--- src/rtl/timer_dev.sv ---
// Programmable 32-bit down-counting timer on the bridge bus: CTRL/PRESET/COUNT
// registers, one-shot and auto-reload modes, maskable level IRQ.
module timer_dev (
  input  logic        Clk,
  input  logic        Reset,
  input  logic [1:0]  Addr,
  input  logic        WE,
  input  logic [31:0] DIN,
  output logic [31:0] DOUT,
  output logic        IRQ
);

  typedef enum logic [1:0] {
    S_IDLE,
    S_LOAD,
    S_CNT,
    S_INT
  } state_e;

  state_e      state_q;
  logic [3:0]  ctrl_q;
  logic [31:0] preset_q;
  logic [31:0] count_q;
  logic        pending_q;
  logic        irq_q;

  logic ctrlWr;
  logic presetWr;
  logic en_d;
  logic oneShot;

  assign ctrlWr   = WE && (Addr == 2'd0);
  assign presetWr = WE && (Addr == 2'd1);
  // The FSM follows the enable as it will be after this edge, so a CTRL write
  // starts or stops the counter on the very edge that stores it.
  assign en_d     = ctrlWr ? DIN[0] : ctrl_q[0];
  assign oneShot  = (ctrl_q[2:1] != 2'b01);

  always_ff @(posedge Clk) begin
    if (Reset) begin
      state_q   <= S_IDLE;
      ctrl_q    <= 4'd0;
      preset_q  <= 32'd0;
      count_q   <= 32'd0;
      pending_q <= 1'b0;
      irq_q     <= 1'b0;
    end else begin
      if (ctrlWr) ctrl_q <= DIN[3:0];
      if (presetWr) preset_q <= DIN;
      if (ctrlWr || presetWr) pending_q <= 1'b0;
      irq_q <= pending_q & ctrl_q[3];

      // Later assignments below take priority over the bus-side updates above.
      case (state_q)
        S_IDLE: begin
          if (en_d) state_q <= S_LOAD;
        end
        S_LOAD: begin
          count_q <= preset_q;
          state_q <= en_d ? S_CNT : S_IDLE;
        end
        S_CNT: begin
          if (!en_d) begin
            state_q <= S_IDLE;
          end else if (count_q > 32'd1) begin
            count_q <= count_q - 32'd1;
          end else begin
            count_q   <= 32'd0;
            state_q   <= S_INT;
            pending_q <= 1'b1;
            if (oneShot && !ctrlWr) ctrl_q[0] <= 1'b0;
          end
        end
        S_INT: begin
          if (oneShot) begin
            state_q <= S_IDLE;
          end else begin
            pending_q <= 1'b0;
            state_q   <= en_d ? S_LOAD : S_IDLE;
          end
        end
        default: state_q <= S_IDLE;
      endcase
    end
  end

  always_comb begin
    DOUT = 32'd0;
    case (Addr)
      2'd0:    DOUT = {28'd0, ctrl_q};
      2'd1:    DOUT = preset_q;
      2'd2:    DOUT = count_q;
      default: DOUT = 32'd0;
    endcase
  end

  assign IRQ = irq_q;

endmodule

--- config.mk ---
export PLATFORM = sky130hd
export DESIGN_NAME = timer_dev
export DESIGN_NICKNAME = d
export VERILOG_FILES = /design/src/rtl/timer_dev.sv
export SDC_FILE = /design/constraint.sdc
export NUM_CORES = 1
export LEC_CHECK = 0
export ABC_AREA = 1
export BUFFER_PORTS_ARGS = -buffer_cell sky130_fd_sc_hd__buf_2
export CAP_MARGIN = 20
export CORE_ASPECT_RATIO = 0.9
export CORE_MARGIN = 5
export CORE_UTILIZATION = 39
export DETAILED_ROUTE_END_ITERATION = 12
export GPL_TIMING_DRIVEN = 0
export SLEW_MARGIN = 20
export SYNTH_ARGS = -nofsm -noshare
export SYNTH_HDL_FRONTEND = slang
export SYNTH_SLANG_ARGS = --single-unit
--- constraint.sdc ---
create_clock -name Clk -period 2.6 [get_ports Clk]
set_input_delay 0.26 -clock Clk [delete_from_list [all_inputs] [get_ports Clk]]
set_output_delay 0.26 -clock Clk [all_outputs]
set_load 0.01 [all_outputs]
== Word level (Yosys, flattened, before mapping) ==
Cells that the tools add are included.

* $add $sub $neg: 1
* Magnitude comparators: 1
* Equality and inequality tests: 9
* Muxes and demuxes: 22
* Bitwise operators: 1
* Reduce and logical (&&, ||, !) cells: 10

{| class="wikitable"
|+ Operators by type and width
! kind !! number
|-
| 32-bit one-hot mux with 3 select lines || 1
|-
| 32-bit 2-to-1 mux || 2
|-
| 32-bit one-hot mux with 2 select lines || 1
|-
| 32-bit by 1-bit > comparator with 1-bit output (second input constant) || 1
|-
| 32-bit by 1-bit subtractor with 32-bit output (second input constant) || 1
|-
| 1-bit 2-to-1 mux || 12
|-
| 2-bit 2-to-1 mux || 4
|-
| 2-bit one-hot mux with 4 select lines || 1
|-
| 2-bit == test (second input constant) || 3
|-
| 2-bit by 1-bit == test with 1-bit output (second input constant) || 2
|-
| 2-bit logical NOT || 2
|-
| 2-bit != test (second input constant) || 2
|-
| 2-bit AND reduction || 2
|-
| 1-bit logical AND || 3
|-
| 3-bit != test (second input constant) || 1
|-
| 2-bit by 1-bit != test with 1-bit output (second input constant) || 1
|-
| 1-bit one-hot mux with 2 select lines || 1
|-
| 2-bit nonzero test || 1
|-
| 1-bit bitwise AND || 1
|-
| 1-bit logical NOT || 1
|-
| 1-bit logical OR || 1
|}

* Register bits: 72
* Bits of input ports: 37
* Output and inout port bits: 33
* Word-level logic and storage cells: 51

== Depth between registers and ports, before layout ==
Gate-level depths: netlist (run 1).

* Depth after elaboration: 8
* Depth in mapped cells: 10
* Depth with buffers taken out: 10

== Worst setup path after synthesis (run 1) ==
OpenSTA, ideal clock, no wires.

* Path kind: reg2reg
* Start: reg count_q[0]
* End: reg count_q[28]
* Library setup time: 0.119 ns
* Arrival: 1.418 ns
* Required time: 2.481 ns
* Path slack: 1.062 ns
* Cell stages (with the launch flop): 10
* Path buffers: 0
* Period minus slack after synthesis: 1.538 ns
* Cell sequence: dfxtp_1 inv_1 ha_1 nand2_2 nor2_4 nand2_1 nor3_1 nand3_1 nand2_1 a21oi_1

* Cells in the longest elaborated chain, start to end: 4
* Elaborated cells on any way between the ends: 5
* Classes of those cells: add/sub: 1; order compare: 1; mux: 3

{| class="wikitable"
|+ RTL lines
! item !! RTL line !! RTL
|-
| from (decl) || 23 || <nowiki>logic [31:0] count_q;</nowiki>
|-
| from (signal assigned) || 59 || <nowiki>count_q <= preset_q;</nowiki>
|-
| from (signal assigned) || 66 || <nowiki>count_q <= count_q - 32'd1;</nowiki>
|-
| 32-bit by 1-bit subtractor with 32-bit output or 32-bit by 1-bit > comparator with 1-bit output (tied branches) || 66, 65 ||
|-
| 32-bit 2-to-1 mux (*) || 65 || <nowiki>end else if (count_q > 32'd1) begin</nowiki>
|-
| 32-bit 2-to-1 mux (*) || 63 || <nowiki>if (!en_d) begin</nowiki>
|-
| 32-bit one-hot mux with 2 select lines (*) || 54 || <nowiki>case (state_q)</nowiki>
|}

Mark *: on every way between the ends. The rest lies on a longest branch, timed or not. The select of a mux whose other input is x is not followed.
A chain may end at the register's enable or synchronous reset.

== Final worst setup path (run 1) ==
* Start: in Addr[0]
* End: out DOUT[24]

* Cells in the longest elaborated chain, start to end: 2
* Elaborated cells on any way between the ends: 4
* Classes of those cells: eq/ne: 2; mux: 1; reduce/logical: 1

{| class="wikitable"
|+ RTL lines
! item !! RTL line !! RTL
|-
| from (decl) || 6 || <nowiki>input logic [1:0] Addr,</nowiki>
|-
| 2-bit == test (tied with other cells) || 89 || <nowiki>case (Addr)</nowiki>
|-
| 32-bit one-hot mux with 3 select lines (*) || 89 ||
|-
| to (decl) || 9 || <nowiki>output logic [31:0] DOUT,</nowiki>
|}

Mark *: on every way between the ends. The rest lies on a longest branch, timed or not.

==> impl_metrics.json, run 1 <==
{
  "status": "finished, final reports clean",
  "yosysTopAreaCell": "dfxtp_1",
  "clk_pin_slew_worst_paths_ns": 0.06,
  "antenna_left": 0,
  "postRouteWirelength_mm": 14.4,
  "crit_top_cell": "buf_2",
  "cts_resized": 0,
  "maxSlewViolCount": 0,
  "initial_utilization_pct": 39.6,
  "yosysMostFrequentCell": "o21ai_0",
  "cts_hold_buf": 0,
  "worstPathArrival_ns": 1.89,
  "clock_sink_count": 72,
  "syn_nets": 660,
  "clock_latency_ns": 0.34,
  "finalCriticalPeriod_ns": 2.15,
  "worstMarginPinSlew_ns": 0.805,
  "rsz0062_at_grt": "false",
  "setup_ws_ns": 0.448,
  "grt_pass1_vias": 4416,
  "synth_area_leaders": "dfxtp_1 (34%), o21ai_0 (13%), nand2_1 (7.6%)",
  "io-pin-count": 70,
  "area.growth.synth_to_final_pct": 19.1,
  "critPathMaxFanout": 10,
  "grt_overflow_total": 0,
  "yosys_warnings": 0,
  "power_density_nw_per_um2": 633,
  "stdcell_area_um2": 5050,
  "yosys-top-cells-count": "o21ai_0 (107), nand2_1 (86), inv_1 (75)",
  "multi_input_area_um2": 2350,
  "finClkSkew_ns": 0.00590,
  "drive_above_1_share_pct": 21.6,
  "worstSetupEndpointType": "output port",
  "grt_usage_pct": 22.4,
  "crit_type": "input port to output port",
  "synth_edf_count": 0,
  "seq_area_um2": 1440,
  "cp_slowest_stage_delay_ns": 0.65,
  "antenna_found_initial": 0,
  "dieArea_um2": 13100,
  "rows": 36,
  "period_share_pct": 82.8,
  "place_area_um2": 4750,
  "nets": 739,
  "drv_cap": 0,
  "synth_area_um2": 4240,
  "synth_seq_cells": 72,
  "cts_tree": "yes",
  "grt_max_degree": 12,
  "worstPathCellList": "buf_2 > inv_1 > nor2_4 > inv_2 > buf_1 > o22ai_1 > buf_2",
  "die_w_um": 120,
  "post-place-ws_ns": 0.539,
  "first_pass_iters": 5,
  "postCtsSetupRepairBufs": 0,
  "power.total_mw": 3.20,
  "start_kind": "input port",
  "core_region_area_um2": 10700,
  "setup_viol": 0,
  "place_congestion": 0.925,
  "post_drt_wl_per_cell_um": 17.2,
  "synth_top_area_share_pct": 34.0,
  "diodes": 0,
  "fmax_ghz": 0.465,
  "grt_pass1_wl_mm": 22.8,
  "cp.required_ns": 2.34,
  "clockBufferDepth": 2,
  "relSlewSlack_pct": 46.4,
  "netlist_instances": 621,
  "leakage_nw": 2.12,
  "vias": 4563,
  "cts_buffers": 9,
  "hold_path.class": "input port to flop",
  "synth_ff_type": "dfxtp_1",
  "finalSetupTns_ns": 0,
  "ys_seq_area_share_pct": 34.0,
  "viasPerCell": 5.45,
  "ctsHtreeMaxLevel": 3,
  "slowest_stage": "buf_1",
  "synth_cell_types": 30,
  "dp_hpwl_mm": 10.5,
  "cts-root-buf": "clkbuf_16",
  "fill_cells": 1125,
  "portBuffers": 68,
  "die_h_um": 109,
  "ir_worst_vdd_v": 0.000363,
  "hold_violations": 0,
  "drc": 0,
  "synth.avg_cell_area_um2": 6.83,
  "drtIter0Drc": 468,
  "async_flop_share_pct": 0
}
-- cell usage in the layout (no fill, tap or decap), types with 5 or more instances in the layout --
| cell | synthesis | layout |
|---|---|---|
| o21ai_0 | 107 | 107 |
| nand2_1 | 86 | 86 |
| inv_1 | 75 | 75 |
| buf_2 | 5 | 73 |
| dfxtp_1 | 72 | 72 |
| a21oi_1 | 57 | 57 |
| nor2_1 | 55 | 55 |
| nand3_1 | 29 | 29 |
| o22ai_1 | 28 | 28 |
| clkbuf_1 | 16 | 18 |
| nand3_2 | 14 | 14 |
| a21oi_2 | 12 | 12 |
| nor2_4 | 11 | 11 |
| clkbuf_16 | 0 | 9 |
| nor2_2 | 7 | 7 |
| nand2_2 | 7 | 7 |
| xor2_1 | 7 | 7 |
| nand4_1 | 5 | 5 |
-- worst paths after layout --
kind,cells past startpoint,slack (ns),start,to
worst max-delay path,7,0.45,Addr[0],DOUT[24]
worst min-delay path,2,0.18,Reset,preset_q[3]$_SDFFE_PP0P_
worst max register to register,9,0.62,count_q[0]$_SDFFE_PP0P_,count_q[28]$_SDFFE_PP0P_
worst min register to register,2,0.43,ctrl_q[3]$_SDFFE_PP0P_,IRQ$_SDFF_PP0_
-- metrics by stage --
stage	instances	hold WS [ns]	util, %
after floorplan	621	0.329	-
after global placement	822	0.427	44.3
after detailed placement	822	0.427	44.3
after CTS	837	0.171	47.1
after global routing	837	0.178	47.1
final	837	0.175	47.1
-- flip-flops by register name, indices dropped and copies added, names as in the netlist --
name / count
pending_q: 1
count_q: 32
state_q: 2
ctrl_q: 4
IRQ: 1
preset_q: 32
-- worst max-delay path: cells and delay by family --
kind                   cells  cell delay (ns)
buffers and inverters      5             1.32
AO/OA/AOI/OAI              1             0.23
AND/OR/NAND/NOR            1             0.08
-- layer usage --
metal  global-route usage [%]  up-vias  part of all wire [%]
li1                         -     2247                     -
met1                     30.5     2123                    47
met2                     35.5      170                    44
met3                     5.50       23                   7.5
met4                     5.97        0                   1.6
met5                        0        -                     0
-- cell type report --
cell class / instances / share of cell area [%]
Buffer: 31 / 3.09
Tap cell: 133 / 3.29
Timing Repair Buffer: 68 / 6.73
Clock buffer: 11 / 4.61
Sequential cell: 72 / 28.5
Inverter: 79 / 5.87
Clock inverter: 4 / 1.39
Multi-Input combinational cell: 439 / 46.5
-- logic make-up (layout without fill, tap and decap cells) --
logic type      count (synthesis)  after routing  synth area share (%)
simple gates                  219            219                  26.0
compound gates                211            211                  27.4
buf+inv                       110            193                  10.7
flops                          72             72                  34.0
xor+xnor                        7              7                  1.44
fa+ha+maj                       2              2                 0.590
-- power breakdown --
| group | leakage, nW | switching (mW) | internal [mW] | total, mW |
|---|---|---|---|---|
| sequential | 0.586 | 0.0404 | 1.15 | 1.19 |
| clock | 0.149 | 0.474 | 0.832 | 1.31 |
| combinational | 1.38 | 0.479 | 0.221 | 0.699 |
| total | 2.12 | 0.993 | 2.20 | 3.20 |
(Power assumes the default switching activity.)
==> run 2, diff against run 1 <==
--- a/config.mk
+++ b/config.mk
@@ -5,7 +5,7 @@
 export SDC_FILE = /design/constraint.sdc
 export NUM_CORES = 1
 export LEC_CHECK = 0
-export ABC_AREA = 1
+export ABC_AREA = 0
 export BUFFER_PORTS_ARGS = -buffer_cell sky130_fd_sc_hd__buf_2
 export CAP_MARGIN = 20
 export CORE_ASPECT_RATIO = 0.9
==> constraint.sdc (replaced) <==
create_clock -name Clk -period 2 [get_ports Clk]
set_input_delay 0.2 -clock Clk [delete_from_list [all_inputs] [get_ports Clk]]
set_output_delay 0.2 -clock Clk [all_outputs]
set_load 0.01 [all_outputs]
==> impl_metrics.json, run 2 <==
{
  "synth_area_leaders": "dfxtp_1 (36%), nand2_1 (9.9%), a21oi_1 (9.2%)",
  "io-pin-count": 70,
  "status": "finished with violations",
  "worstPathArrival_ns": 2.51,
  "cp_top_family": "simple AND/OR/NAND/NOR gates",
  "synth_ff_type": "dfxtp_1",
  "grt_usage_pct": 24.8,
  "top_layer": "met4",
  "diodes": 0,
  "worstMarginPinSlew_ns": 0.822,
  "dr_wl_met3_mm": 1.54,
  "area.growth.synth_to_final_pct": 40.8,
  "drv_cap": 0,
  "portBuffers": 67,
  "start_kind": "flop",
  "core_region_area_um2": 9780,
  "worstSetupEndpointType": "flop",
  "power_density_nw_per_um2": 731,
  "leakage_nw": 2.21,
  "synth_xor_area_share_pct": 0,
  "grt_max_degree": 12,
  "setup_viol": 35,
  "die_w_um": 116,
  "die_h_um": 106,
  "cp_slowest_stage_delay_ns": 0.59,
  "synth_adder_area_share_pct": 0.632,
  "cts_tree": "yes",
  "hold_path.class": "input port to flop",
  "rows": 34,
  "violations": "negative setup slack",
  "initial_utilization_pct": 40.5,
  "yosys_warnings": 0,
  "syn_nets": 567,
  "setup_ws_ns": -0.306,
  "critPathMaxFanout": 6,
  "netlist_instances": 528,
  "slowest_stage": "or4_4",
  "clock_sink_count": 72,
  "drive_above_1_share_pct": 36.3,
  "dp_hpwl_mm": 10.0,
  "grt_pass1_wl_mm": 23.5,
  "met2_length_mm": 7.17,
  "synth_compound_area_share_pct": 29.9,
  "yosys-top-cells-count": "nand2_1 (104), a21oi_1 (73), dfxtp_1 (72)",
  "layout_commonest_cell": "nand2_1",
  "synth_mux_area_share_pct": 2.56,
  "largestRegisters": "count_q: 32 flops, preset_q: 32 flops, ctrl_q: 4 flops",
  "relSlewSlack_pct": 45.2,
  "fmax_ghz": 0.434,
  "finClkSkew_ns": 0.00645,
  "synth.avg_cell_area_um2": 7.50,
  "clockBufferDepth": 2,
  "synth_top_area_share_pct": 36.4,
  "post-place-ws_ns": -0.748,
  "drtIter0Drc": 491,
  "grt_overflow_total": 0,
  "hold_violations": 0,
  "ctsHtreeMaxLevel": 3,
  "post_drt_wl_per_cell_um": 20.6,
  "viasPerCell": 6.10,
  "yosysTopAreaCell": "dfxtp_1",
  "layout_common_cells": "nand2_1 (88), buf_2 (68), dfxtp_1 (60)",
  "dieArea_um2": 12300,
  "yosysMostFrequentCell": "nand2_1",
  "synth_edf_count": 0,
  "crit_type": "flop to flop",
  "nets": 671,
  "antenna_left": 0,
  "worstPathCellList": "or4_4 > nor4_4 > and3_4 > a21oi_4 > buf_8 > a211oi_2 > nor2_1",
  "cts_hold_buf": 0,
  "rsz0062_at_grt": "true",
  "finalCriticalPeriod_ns": 2.31,
  "async_flop_share_pct": 0,
  "clk_pin_slew_worst_paths_ns": 0.06,
  "cp.required_ns": 2.20,
  "met1_length_mm": 6.47,
  "antenna_found_initial": 0,
  "synth_seq_cells": 72,
  "synth_top_family_by_area": "compound AO/OA/AOI/OAI gates",
  "drc": 0,
  "place_congestion": 0.908,
  "fill_cells": 922,
  "cts-root-buf": "clkbuf_16",
  "first_pass_iters": 5,
  "grt_pass1_vias": 4434,
  "vias": 4648,
  "synth_area_um2": 3960,
  "ys_seq_area_share_pct": 36.4,
  "synth_cell_types": 53,
  "finalSetupTns_ns": -7.06,
  "cp_num_buf_inv": 1,
  "maxSlewViolCount": 0,
  "postRouteWirelength_mm": 15.7,
  "ir_worst_vdd_v": 0.000443,
  "synthSimpleGateAreaFrac_pct": 25.8,
  "cts_buffers": 9,
  "clock_latency_ns": 0.34,
  "final_core_util_pct": 57.0,
  "period_share_pct": 115
}
## run 2: changes by cell type after synthesis, moves of 12 or more
cell | previous run | this run
a21oi_1 | 57 | 73
nor2_1 | 55 | 35
inv_1 | 75 | 10
a22o_1 | 0 | 29
nand2_1 | 86 | 104
nand3_2 | 14 | 0
o22ai_1 | 28 | 2
clkbuf_1 | 16 | 31
a211oi_1 | 0 | 12
nand3_1 | 29 | 13
o21ai_0 | 107 | 35
## run 2: final cells by class
type	count	area, µm²	share of cell area, %
multi-input cells	409	2820	50.6
flip-flops and latches	72	1470	26.3
repair buffers	97	632	11.3
inverters	10	40.0	0.718
plain buffers	33	173	3.10
well taps	126	158	2.83
clock inverters	4	45.0	0.808
clock buffers	11	243	4.35
## run 2: timing repair
item	in CTS	in global routing
resized for setup	91	64
pin swaps	22	23
buffers inserted	22	7
setup endpoints to repair	55	65
cloned	2	0
## run 2: routing by layer
metal	vias to the layer above	track usage, %
met4	0	9.53
met1	2223	33.5
li1	2139	-
met2	238	38.3
met5	-	0
met3	48	5.44
## run 2: cell families (layout without fill, tap and decap cells)
family,after synthesis,in the layout
flops,72,72
buf+inv,47,155
compound gates,186,186
mux,10,10
fa+ha+maj,2,2
simple gates,211,211
## run 2: worst reg2reg max path: cells and delay by family, from the launching register on
kind / cells / cell delay, ns
buf+inv: 1 / 0.18
simple gates: 4 / 1.30
compound gates: 2 / 0.35
flops: 1 / 0.34
## run 2: path summary, 6_finish.rpt
path                           start                   endpoint  slack, ns  cells after the start
max          count_q[7]$_SDFFE_PP0P_   count_q[25]$_SDFFE_PP0P_      -0.31                      7
min                          DIN[16]  preset_q[16]$_SDFFE_PP0P_       0.09                      3
max reg2reg  count_q[7]$_SDFFE_PP0P_   count_q[25]$_SDFFE_PP0P_      -0.31                      7
min reg2reg     pending_q$_SDFF_PP0_       pending_q$_SDFF_PP0_       0.47                      2
## run 2: where the power goes
group	switching [mW]	total (mW)	internal, mW
combinational	0.526	0.930	0.403
sequential	0.0622	1.54	1.48
clock	0.620	1.61	0.986
total	1.21	4.08	2.87
## run 2: through the flow
step	total power [mW]	hold slack (ns)	cells	instance area, µm²
6_report	4.08	0.0906	762	5580
5_1_grt	4.21	0.0956	762	5580
4_1_cts	3.97	0.0946	760	5330
3_5_place_dp	2.19	0.446	721	4510
3_3_place_gp	2.17	0.440	721	4510
2_1_floorplan	1.98	0.336	528	4010
